===== src/rtl/nn_pkg.sv =====
// Shared defaults and FSM state encoding for the neuron MAC datapath.
package nn_pkg;

  localparam int NN_DATA_W    = 8;
  localparam int NN_ACC_W     = 24;
  localparam int NN_FRAC_BITS = 4;
  localparam int NN_ADDR_W    = 8;

  typedef enum logic [1:0] {
    ST_IDLE  = 2'd0,
    ST_RUN   = 2'd1,
    ST_DRAIN = 2'd2,
    ST_DONE  = 2'd3
  } mac_state_e;

endpackage


===== src/rtl/neuron_activation.sv =====
// Activation: arithmetic shift by FRAC_BITS, saturate to DATA_W.
// Define NEURON_RELU_EN to additionally clamp negative results to zero.
module neuron_activation
  import nn_pkg::*;
#(
  parameter int DATA_W    = NN_DATA_W,
  parameter int ACC_W     = NN_ACC_W,
  parameter int FRAC_BITS = NN_FRAC_BITS
) (
  input  logic signed [ACC_W-1:0]  acc_in,
  output logic signed [DATA_W-1:0] act_out
);

  localparam logic signed [ACC_W-1:0] SAT_HI = {{(ACC_W-DATA_W+1){1'b0}}, {(DATA_W-1){1'b1}}};
  localparam logic signed [ACC_W-1:0] SAT_LO = {{(ACC_W-DATA_W+1){1'b1}}, {(DATA_W-1){1'b0}}};

  logic signed [ACC_W-1:0]  shifted;
  logic signed [DATA_W-1:0] sat;

  always_comb begin
    shifted = acc_in >>> FRAC_BITS;
    if (shifted > SAT_HI) begin
      sat = {1'b0, {(DATA_W-1){1'b1}}};
    end else if (shifted < SAT_LO) begin
      sat = {1'b1, {(DATA_W-1){1'b0}}};
    end else begin
      sat = shifted[DATA_W-1:0];
    end
  end

`ifdef NEURON_RELU_EN
  assign act_out = sat[DATA_W-1] ? '0 : sat;
`else
  assign act_out = sat;
`endif

endmodule


===== src/rtl/neuron_mac_unit.sv =====
// Layer MAC sequencer: accumulates weight*activation per neuron and writes act(sum).
// Optional ReLU clamp selected by NEURON_RELU_EN (see neuron_activation).
//
// state    | meaning
// ST_IDLE  | waiting for start; ag_load follows start
// ST_RUN   | address generator streaming operands
// ST_DRAIN | last operand in flight, final write pending
// ST_DONE  | one-cycle done pulse, then back to idle
module neuron_mac_unit
  import nn_pkg::*;
#(
  parameter int DATA_W    = NN_DATA_W,
  parameter int ACC_W     = NN_ACC_W,
  parameter int FRAC_BITS = NN_FRAC_BITS,
  parameter int ADDR_W    = NN_ADDR_W
) (
  input  logic                     clk,
  input  logic                     reset,
  input  logic                     start,
  output logic                     ag_load,
  input  logic                     neuron_finished,
  input  logic                     finished,
  input  logic [ADDR_W-1:0]        neuro_write_addr,
  input  logic signed [DATA_W-1:0] weight_data,
  input  logic signed [DATA_W-1:0] neuro_data,
  output logic                     wr_en,
  output logic [ADDR_W-1:0]        wr_addr,
  output logic signed [DATA_W-1:0] wr_data,
  output logic                     busy,
  output logic                     done
);

  mac_state_e state_q, state_d;

  logic                     vld_q, vld_d;
  logic                     nf_q, nf_d;
  logic                     fin_q, fin_d;
  logic [ADDR_W-1:0]        addr_q, addr_d;
  logic signed [ACC_W-1:0]  acc_q, acc_d;
  logic                     wr_en_q, wr_en_d;
  logic [ADDR_W-1:0]        wr_addr_q, wr_addr_d;
  logic signed [DATA_W-1:0] wr_data_q, wr_data_d;
  logic                     busy_q, busy_d;
  logic                     done_q, done_d;

  logic signed [2*DATA_W-1:0] prod;
  logic signed [ACC_W-1:0]    prod_ext;
  logic signed [ACC_W-1:0]    sum;
  logic signed [DATA_W-1:0]   act_val;

  assign prod     = weight_data * neuro_data;
  assign prod_ext = ACC_W'(prod);
  assign sum      = acc_q + prod_ext;

  neuron_activation #(
    .DATA_W    (DATA_W),
    .ACC_W     (ACC_W),
    .FRAC_BITS (FRAC_BITS)
  ) u_act (
    .acc_in  (sum),
    .act_out (act_val)
  );

  assign ag_load = reset && (state_q == ST_IDLE) && start;

  always_comb begin
    state_d   = state_q;
    vld_d     = 1'b0;
    nf_d      = 1'b0;
    fin_d     = 1'b0;
    addr_d    = addr_q;
    acc_d     = acc_q;
    wr_en_d   = 1'b0;
    wr_addr_d = wr_addr_q;
    wr_data_d = wr_data_q;
    done_d    = 1'b0;

    // Address-phase strobes are delayed one cycle to line up with returning data.
    if (state_q == ST_RUN) begin
      vld_d  = 1'b1;
      nf_d   = neuron_finished;
      fin_d  = finished;
      addr_d = neuro_write_addr;
    end

    if (vld_q) begin
      if (nf_q) begin
        acc_d     = '0;
        wr_en_d   = 1'b1;
        wr_addr_d = addr_q;
        wr_data_d = act_val;
      end else begin
        acc_d = sum;
      end
    end

    case (state_q)
      ST_IDLE:  if (start) state_d = ST_RUN;
      ST_RUN:   if (finished) state_d = ST_DRAIN;
      // fin_q drops once the last operand has been consumed; its write is then registered.
      ST_DRAIN: if (!fin_q) begin
        state_d = ST_DONE;
        done_d  = 1'b1;
      end
      ST_DONE:  state_d = ST_IDLE;
      default:  state_d = ST_IDLE;
    endcase

    busy_d = (state_d != ST_IDLE);
  end

  always_ff @(posedge clk) begin
    if (!reset) begin
      state_q   <= ST_IDLE;
      vld_q     <= 1'b0;
      nf_q      <= 1'b0;
      fin_q     <= 1'b0;
      addr_q    <= '0;
      acc_q     <= '0;
      wr_en_q   <= 1'b0;
      wr_addr_q <= '0;
      wr_data_q <= '0;
      busy_q    <= 1'b0;
      done_q    <= 1'b0;
    end else begin
      state_q   <= state_d;
      vld_q     <= vld_d;
      nf_q      <= nf_d;
      fin_q     <= fin_d;
      addr_q    <= addr_d;
      acc_q     <= acc_d;
      wr_en_q   <= wr_en_d;
      wr_addr_q <= wr_addr_d;
      wr_data_q <= wr_data_d;
      busy_q    <= busy_d;
      done_q    <= done_d;
    end
  end

  assign wr_en   = wr_en_q;
  assign wr_addr = wr_addr_q;
  assign wr_data = wr_data_q;
  assign busy    = busy_q;
  assign done    = done_q;

endmodule


===== config.mk =====
export PLATFORM = sky130hd
export DESIGN_NAME = neuron_mac_unit
export DESIGN_NICKNAME = d
export VERILOG_FILES = /design/src/rtl/nn_pkg.sv /design/src/rtl/neuron_activation.sv /design/src/rtl/neuron_mac_unit.sv
export SDC_FILE = /design/constraint.sdc
export NUM_CORES = 1
export LEC_CHECK = 0
export ABC_AREA = 1
export ABC_CLOCK_PERIOD_IN_PS = 8300
export CAP_MARGIN = 20
export CORE_MARGIN = 2
export CORE_UTILIZATION = 61
export DETAILED_ROUTE_END_ITERATION = 7
export PLACE_DENSITY = 0.83
export SYNTH_ARGS = -nofsm -noshare
export SYNTH_HDL_FRONTEND = slang
export SYNTH_HIERARCHICAL = 1
export SYNTH_SLANG_ARGS = --single-unit

===== constraint.sdc =====
create_clock -name clk -period 8.3 [get_ports clk]
set_clock_uncertainty 0.15 [all_clocks]
set_input_delay 1.66 -clock clk [delete_from_list [all_inputs] [get_ports clk]]
set_output_delay 1.66 -clock clk [all_outputs]
set_load 0.02 [all_outputs]

==> results of run 1 <==
## registers in the layout, indices dropped and copies added (netlist names), 2 cells and up
name     flops
state_q      2
wr_addr      8
acc_q       24
wr_data      8
addr_q       8
## synthesized netlist by cell type
| cell type | count | area, um^2 |
|---|---|---|
| a21oi_1 | 42 | 210.2 |
| and2_0 | 1 | 6.260 |
| and2_1 | 12 | 75.07 |
| and2_2 | 1 | 7.510 |
| and3_1 | 1 | 6.260 |
| buf_1 | 2 | 7.510 |
| buf_2 | 4 | 20.02 |
| clkbuf_1 | 22 | 82.58 |
| clkinv_1 | 2 | 7.510 |
| dfxtp_1 | 56 | 1121 |
| fa_1 | 104 | 2082 |
| ha_1 | 54 | 675.7 |
| inv_1 | 165 | 619.3 |
| nand2_1 | 216 | 810.8 |
| nand2_2 | 5 | 31.28 |
| nand3_1 | 28 | 140.1 |
| nand3_2 | 3 | 30.03 |
| nand3b_1 | 4 | 30.03 |
| nand4_1 | 6 | 37.54 |
| nand4_2 | 1 | 12.51 |
| nor2_1 | 87 | 326.6 |
| nor2_2 | 2 | 12.51 |
| nor3_1 | 2 | 10.01 |
| o21ai_0 | 30 | 150.1 |
| o21bai_1 | 2 | 15.01 |
| o31ai_1 | 1 | 7.510 |
| or2_1 | 3 | 18.77 |
| or2_2 | 1 | 6.260 |
| xnor2_1 | 5 | 43.79 |
| xor2_1 | 7 | 61.31 |
## area by class of cell
class,instances,share of cell area
inverters,167,0.08492
well taps,140,0.02373
clock inverters,3,0.003729
repair buffers,58,0.07525
flip-flops and latches,56,0.1519
clock buffers,5,0.009322
multi-input cells,618,0.6512
## worst min-delay path by stage
stage	from	end	depth (start not counted)
floorplan	fin_q	done	1
global placement	fin_q	done	1
detailed placement	fin_q	done	1
CTS	fin_q	done	1
global route	fin_q	done	1
finish	fin_q	done	1
## metrics by stage
step	util	cells	instance area [um^2]
detailed placement	0.6780	1039	7286
global placement	0.6780	1039	7286
floorplan	-	869	6665
finish	0.6870	1047	7382
CTS	0.6870	1047	7382
global route	0.6870	1047	7382
## cell families after synthesis
group / count (synthesis) / synth area share
buf+inv: 195 / 0.1106
xor+xnor: 12 / 0.01577
simple gates: 373 / 0.2343
fa+ha+maj: 158 / 0.4137
compound gates: 75 / 0.05744
flops: 56 / 0.1682
## worst reg2reg max path: cells and delay by family, from the launching register on
kind / cells / cell delay (ns)
buf+inv: 5 / 0.29
fa+ha+maj: 6 / 2.75
flops: 1 / 0.35
compound gates: 1 / 0.16
simple gates: 16 / 1.49
## routing by layer
layer	global-route usage	part of all wire	vias up
li1	-	-	2684
met2	0.4683	0.50	135
met4	0.08791	0.032	0
met3	0.02291	0.038	27
met1	0.3501	0.42	2603
met5	0	0	-
==> results.py, run 1 <==
metrics = {
    "critical_path": {
        "crit_family": "adder cells",
        "rr_startpoint": "acc_q[6]",
        "critPathBufInv": 5,
        "crit_path_end_kind": "register",
        "path_class": "input pin to register",
        "rrSetupSlack_ns": 3.04,
        "cpMaxStageDelayCell": "clkdlybuf4s50_1",
        "worstRegToRegCells": 28,
        "cp.depth": 27,
        "cpPeakStageDelay_ns": 0.61,
        "regToRegEndpoint": "wr_data[3]",
        "path_common_cell": "nand2_1",
        "cp.arrival_ns": 7.58,
        "crit_end": "wr_data[3]",
        "cp.required_ns": 8.37,
        "crit_start": "weight_data[7]",
        "crit_fanout": 8,
        "cp-start-kind": "input pin",
    },
    "clocking": {
        "cts_max_level": 2,
        "numCtsBuffers": 5,
        "clockRootBuffer": "clkbuf_8",
        "cts_setup_buffers": 0,
        "cts_tree": "built",
        "post_cts_resized": 0,
        "cts_buffer_depth": 2,
        "cts.sinks": 56,
        "clkLatencyLatePin_ns": 0.32,
        "clkTransAtPathRegs_ns": 0.11,
        "ctsHoldBuffers": 0,
    },
    "yosys": {
        "synthCells": 869,
        "synth_nets": 1056,
        "ys_ff_latch": 56,
        "netlist_area_mm2": 0.006665,
        "ys_warn_count": 6,
        "synth_cell_types": 30,
        "avgSynthCellArea_um2": 7.670,
        "ys_seq_area_frac": 0.1682,
    },
    "detailed_routing": {
        "ant_nets": 0,
        "vias_per_cell": 5.204,
        "num_vias": 5449,
        "drtIter0Drc": 428,
        "dr.pass1.iters": 5,
        "wirelength_mm": 14.52,
        "routedWlPerCell_um": 13.87,
        "drc": 0,
    },
    "placement": {
        "port_buffers": 48,
        "place.gp.congestion": 0.8901,
        "hpwl_mm": 12.20,
        "dpl_worst_slack_ns": 0.4454,
    },
    "floorplan": {
        "core_area_mm2": 0.01075,
        "dieArea_mm2": 0.01178,
        "die-width_um": 108.5,
        "io_pins": 49,
        "rows": 38,
        "start_util": 0.6203,
        "dieHeight_um": 108.5,
    },
    "finish": {
        "final_common_cell": "nand2_1",
        "final_cell_mix": "nand2_1 (216), inv_1 (165), fa_1 (104)",
        "nFillCells": 921,
        "layout-drive-gt1-share": 0.03418,
        "ff_latch_area_mm2": 0.001121,
        "multi_input_area_mm2": 0.004807,
        "num-nets-final": 1093,
        "area_growth_pct": 10.76,
        "n_antenna_cell": 0,
    },
    "grt": {
        "antenna_found_initial": 0,
        "overflow": 0,
        "grt_max_degree": 31,
        "grtUsageTotal": 0.2675,
        "grt_pass1_wl_mm": 25.00,
        "grt_pass1_vias": 5346,
    },
    "run_status": {
        "status": "completed",
    },
    "timing": {
        "setup_viol": 0,
        "hold_viol": 0,
        "fin_ws_ns": 0.7866,
        "rsz0062_at_grt": "no",
        "worst_pin_slew_ns": 1.009,
        "min_period_ns": 7.513,
        "setup_tns_ns": 0,
        "holdWs_ns": 0.2921,
        "slew_headroom": 0.3269,
        "post-route-period-util": 0.9052,
        "fmax_mhz": 133.1,
        "slew_violations": 0,
    },
    "worst_hold_path": {
        "min_path_type": "register to register",
    },
    "run": {
        "maxCapViolations": 0,
    },
}
Power of run 1 is not shown: default switching activity piles up to over one toggle a cycle in this logic, so the estimate is an artifact.
==> run 2: changes to the inputs <==
--- a/config.mk
+++ b/config.mk
@@ -8,7 +8,7 @@
 export ABC_AREA = 1
 export ABC_CLOCK_PERIOD_IN_PS = 8300
 export CAP_MARGIN = 20
-export CORE_MARGIN = 2
+export CORE_MARGIN = 5
 export CORE_UTILIZATION = 61
 export DETAILED_ROUTE_END_ITERATION = 7
 export PLACE_DENSITY = 0.83
==> results.py, run 2 (synthesis gave the netlist of run 1 again) <==
metrics = {
    "floorplan": {
        "core_area_mm2": 0.01079,
        "dieHeight_um": 114.5,
        "rows": 38,
        "dieArea_mm2": 0.01312,
        "start_util": 0.6176,
        "die-width_um": 114.5,
        "io_pins": 49,
    },
    "grt": {
        "grtUsageTotal": 0.2407,
        "antenna_found_initial": 0,
        "busiest_layer": "met2",
        "grt_pass1_vias": 5625,
        "grt_max_degree": 31,
        "overflow": 0,
        "grt_pass1_wl_mm": 26.00,
        "met1_usage": 0.3095,
        "grt_util_met3": 0.02008,
        "use_met2": 0.4303,
    },
    "critical_path": {
        "cp-start-kind": "input pin",
        "path_class": "input pin to register",
        "cp.arrival_ns": 7.62,
        "crit_path_end_kind": "register",
        "crit_fanout": 8,
        "cp.required_ns": 8.37,
    },
    "clocking": {
        "post_cts_resized": 0,
        "clkTransAtPathRegs_ns": 0.11,
        "cts_tree": "built",
        "cts_buffer_depth": 2,
        "cts.sinks": 56,
        "ctsHoldBuffers": 0,
        "clockRootBuffer": "clkbuf_8",
        "clkLatencyLatePin_ns": 0.32,
        "numCtsBuffers": 5,
        "cts_max_level": 2,
        "cts_setup_buffers": 0,
    },
    "finish": {
        "area_growth_pct": 10.93,
        "final_common_cell": "nand2_1",
        "largest_reg_flops": 24,
        "regMostFlops": "acc_q",
        "final_cell_mix": "nand2_1 (216), inv_1 (165), fa_1 (104)",
        "num-nets-final": 1092,
        "n_antenna_cell": 0,
        "stdcell_area_mm2": 0.007393,
        "layout-drive-gt1-share": 0.03311,
        "final_cells": 1046,
    },
    "run_status": {
        "status": "completed",
    },
    "placement": {
        "port_buffers": 48,
        "place_area_mm2": 0.007278,
        "dp.cells": 1038,
        "place.gp.congestion": 0.9428,
        "hpwl_mm": 12.26,
    },
    "run": {
        "maxCapViolations": 0,
    },
    "detailed_routing": {
        "ant_nets": 0,
        "num_vias": 5397,
        "dr.pass1.iters": 6,
        "drtIter0Drc": 367,
        "drc": 0,
        "wirelength_mm": 14.56,
        "routedWlPerCell_um": 13.92,
        "vias_per_cell": 5.160,
    },
    "worst_hold_path": {
        "min_path_type": "register to register",
    },
    "timing": {
        "fmax_mhz": 132.4,
        "holdWs_ns": 0.2897,
        "hold_viol": 0,
        "worst_pin_slew_ns": 0.9703,
        "setup_viol": 0,
        "slew_headroom": 0.3524,
        "min_period_ns": 7.555,
        "slew_violations": 0,
        "rsz0062_at_grt": "no",
        "setup_tns_ns": 0,
        "post-route-period-util": 0.9102,
    },
}
-- run 2: area by class of cell --
class	instances	area, um^2
Fill cell	918	3400
Clock buffer	5	68.82
Sequential cell	56	1121
Tap cell	140	175.2
Clock inverter	3	46.29
Timing Repair Buffer	57	548.0
Inverter	167	626.9
Multi-Input combinational cell	618	4807
-- run 2: path summary, 6_finish.rpt --
kind                       start         end  slack [ns]  depth (start not counted)
setup / recovery  weight_data[7]  wr_data[1]        0.75                         27
hold / removal             fin_q        done        0.29                          1
setup reg to reg        acc_q[6]  wr_data[1]        2.94                         28
hold reg to reg            fin_q        done        0.29                          1
-- run 2: worst max-delay path, cell delays in order --
cell and delay (ns):
clkdlybuf4s50_1 0.62, nand2_1 0.19, inv_1 0.10, fa_1 0.46, inv_1 0.23, fa_1 0.57, inv_1 0.39, fa_1 0.51
fa_1 0.49, ha_1 0.31, ha_1 0.38, nand2_1 0.12, nor2_1 0.15, inv_1 0.05, nor2_1 0.14, nand3_1 0.13
nand3_1 0.10, nand2_1 0.06, and2_1 0.15, nor2_1 0.10, nand2_1 0.07, nor2_1 0.10, nand2_1 0.07, nand2_2 0.12
nand2_1 0.07, o21ai_0 0.19, nor2_1 0.06
-- run 2: metal layers --
layer  vias to the layer above  share of wire
met3                        31          0.034
met4                         0          0.028
met2                       147           0.51
met1                      2529           0.43
met5                         -              0
li1                       2690              -
-- run 2: per-stage QoR --
stage               worst slack (ns)  utilization
floorplan                      1.469            -
global placement              0.6109       0.6744
detailed placement            0.4708       0.6744
CTS                           0.7573       0.6850
global route                  0.1641       0.6850
finish                        0.7452       0.6850
Power of run 2 is left out for the same reason.
==> run 3: changes to the inputs <==
--- a/config.mk
+++ b/config.mk
@@ -11,7 +11,7 @@
 export CORE_MARGIN = 5
 export CORE_UTILIZATION = 61
 export DETAILED_ROUTE_END_ITERATION = 7
-export PLACE_DENSITY = 0.83
+export PLACE_DENSITY_LB_ADDON = 0.15
 export SYNTH_ARGS = -nofsm -noshare
 export SYNTH_HDL_FRONTEND = slang
 export SYNTH_HIERARCHICAL = 1
==> results.py, run 3 (synthesis gave the netlist of run 1 again) <==
metrics = {
    "floorplan": {
        "start_util": 0.6176,
        "io_pins": 49,
        "core_area_mm2": 0.01079,
        "dieHeight_um": 114.5,
        "die-width_um": 114.5,
        "dieArea_mm2": 0.01312,
        "rows": 38,
    },
    "placement": {
        "dpl_worst_slack_ns": 0.4293,
        "place.gp.congestion": 1.020,
        "port_buffers": 48,
        "hpwl_mm": 12.82,
    },
    "worst_hold_path": {
        "hold_depth": 1,
        "min_path_type": "register to register",
        "hp-start": "fin_q",
        "whs_endpoint": "done",
    },
    "clocking": {
        "clockRootBuffer": "clkbuf_8",
        "clkTransAtPathRegs_ns": 0.10,
        "cts.sinks": 56,
        "cts_tree": "built",
        "cts_buffer_depth": 2,
        "ctsHoldBuffers": 0,
        "clkLatencyLatePin_ns": 0.33,
        "post_cts_resized": 0,
        "cts_max_level": 2,
        "numCtsBuffers": 5,
        "cts_setup_buffers": 0,
    },
    "timing": {
        "rsz0062_at_grt": "no",
        "fmax_mhz": 131.8,
        "post-route-period-util": 0.9138,
        "setup_tns_ns": 0,
        "hold_viol": 0,
        "setup_viol": 0,
        "min_period_ns": 7.585,
        "slew_headroom": 0.3091,
        "slew_violations": 0,
        "fin_ws_ns": 0.7154,
        "worst_pin_slew_ns": 1.035,
    },
    "finish": {
        "n_antenna_cell": 0,
        "layout-drive-gt1-share": 0.02987,
        "area_growth_pct": 10.27,
        "regMostFlops": "acc_q",
        "num-nets-final": 1090,
        "final_cell_mix": "nand2_1 (216), inv_1 (165), fa_1 (104)",
        "largest_reg_flops": 24,
        "final_common_cell": "nand2_1",
    },
    "critical_path": {
        "crit_fanout": 8,
        "regToRegEndpoint": "wr_data[5]",
        "crit_path_end_kind": "register",
        "rr_startpoint": "acc_q[6]",
        "worstRegToRegCells": 27,
        "path_class": "input pin to register",
        "cp-start-kind": "input pin",
        "rrSetupSlack_ns": 2.92,
        "cp.required_ns": 8.37,
        "cp.arrival_ns": 7.65,
    },
    "grt": {
        "overflow": 0,
        "grt_pass1_wl_mm": 26.24,
        "antenna_found_initial": 0,
        "grt_pass1_vias": 5715,
        "grt_max_degree": 31,
        "grtUsageTotal": 0.2474,
    },
    "detailed_routing": {
        "vias_per_cell": 5.258,
        "drtIter0Drc": 366,
        "ant_nets": 0,
        "num_vias": 5489,
        "routedWlPerCell_um": 14.43,
        "wirelength_mm": 15.06,
        "drc": 0,
        "dr.pass1.iters": 5,
    },
    "run": {
        "maxCapViolations": 0,
    },
    "run_status": {
        "status": "completed",
    },
}
==> run 3: metrics by stage <==
step / util / hold WS, ns / cell area [um^2] / std cells
floorplan: - / 0.2501 / 6665 / 869
global placement: 0.6730 / 0.2632 / 7263 / 1036
detailed placement: 0.6730 / 0.2870 / 7263 / 1036
CTS: 0.6810 / 0.3051 / 7350 / 1044
global route: 0.6810 / 0.3305 / 7350 / 1044
finish: 0.6810 / 0.3007 / 7350 / 1044
==> run 3: layout make-up <==
cell class                 count  area, um^2
multi-input combinational    618        4807
fill                         918        3443
sequential                    56        1121
inverter                     167       626.9
timing repair buffer          55       533.0
tap                          140       175.2
clock buffer                   6       72.57
clock inverter                 2       13.76
==> run 3: critical path, stage by stage <==
cell	delay, ns
clkdlybuf4s50_1	0.67
nand2_1	0.20
inv_1	0.10
fa_1	0.45
inv_1	0.23
fa_1	0.57
inv_1	0.38
fa_1	0.50
fa_1	0.49
ha_1	0.32
ha_1	0.37
nand2_1	0.13
nor2_1	0.18
inv_1	0.05
nor2_1	0.12
nand3_1	0.13
nand3_1	0.10
nand2_1	0.06
and2_1	0.16
nor2_1	0.13
nand2_1	0.07
nor2_1	0.08
nand2_1	0.07
nand2_2	0.12
nand2_1	0.07
o21ai_0	0.18
nor2_1	0.06
==> run 3: layer usage <==
layer,vias to the layer above,GRT usage,routed length (um)
met1,2647,0.3149,6460
met5,-,0,0
li1,2669,-,-
met3,35,0.03277,660
met4,0,0.08234,401
met2,138,0.4334,7537
==> run 3: worst max-delay path by stage <==
stage                       to  cells past startpoint  slack [ns]     startpoint
floorplan           wr_data[0]                     27        1.47  neuro_data[2]
global placement    wr_data[1]                     27        0.60  neuro_data[2]
detailed placement  wr_data[0]                     27        0.43  neuro_data[2]
CTS                 wr_data[5]                     27        0.74  neuro_data[2]
global route        wr_data[5]                     27        0.24  neuro_data[2]
finish              wr_data[5]                     27        0.72  neuro_data[2]
Power of run 3 is left out for the same reason.
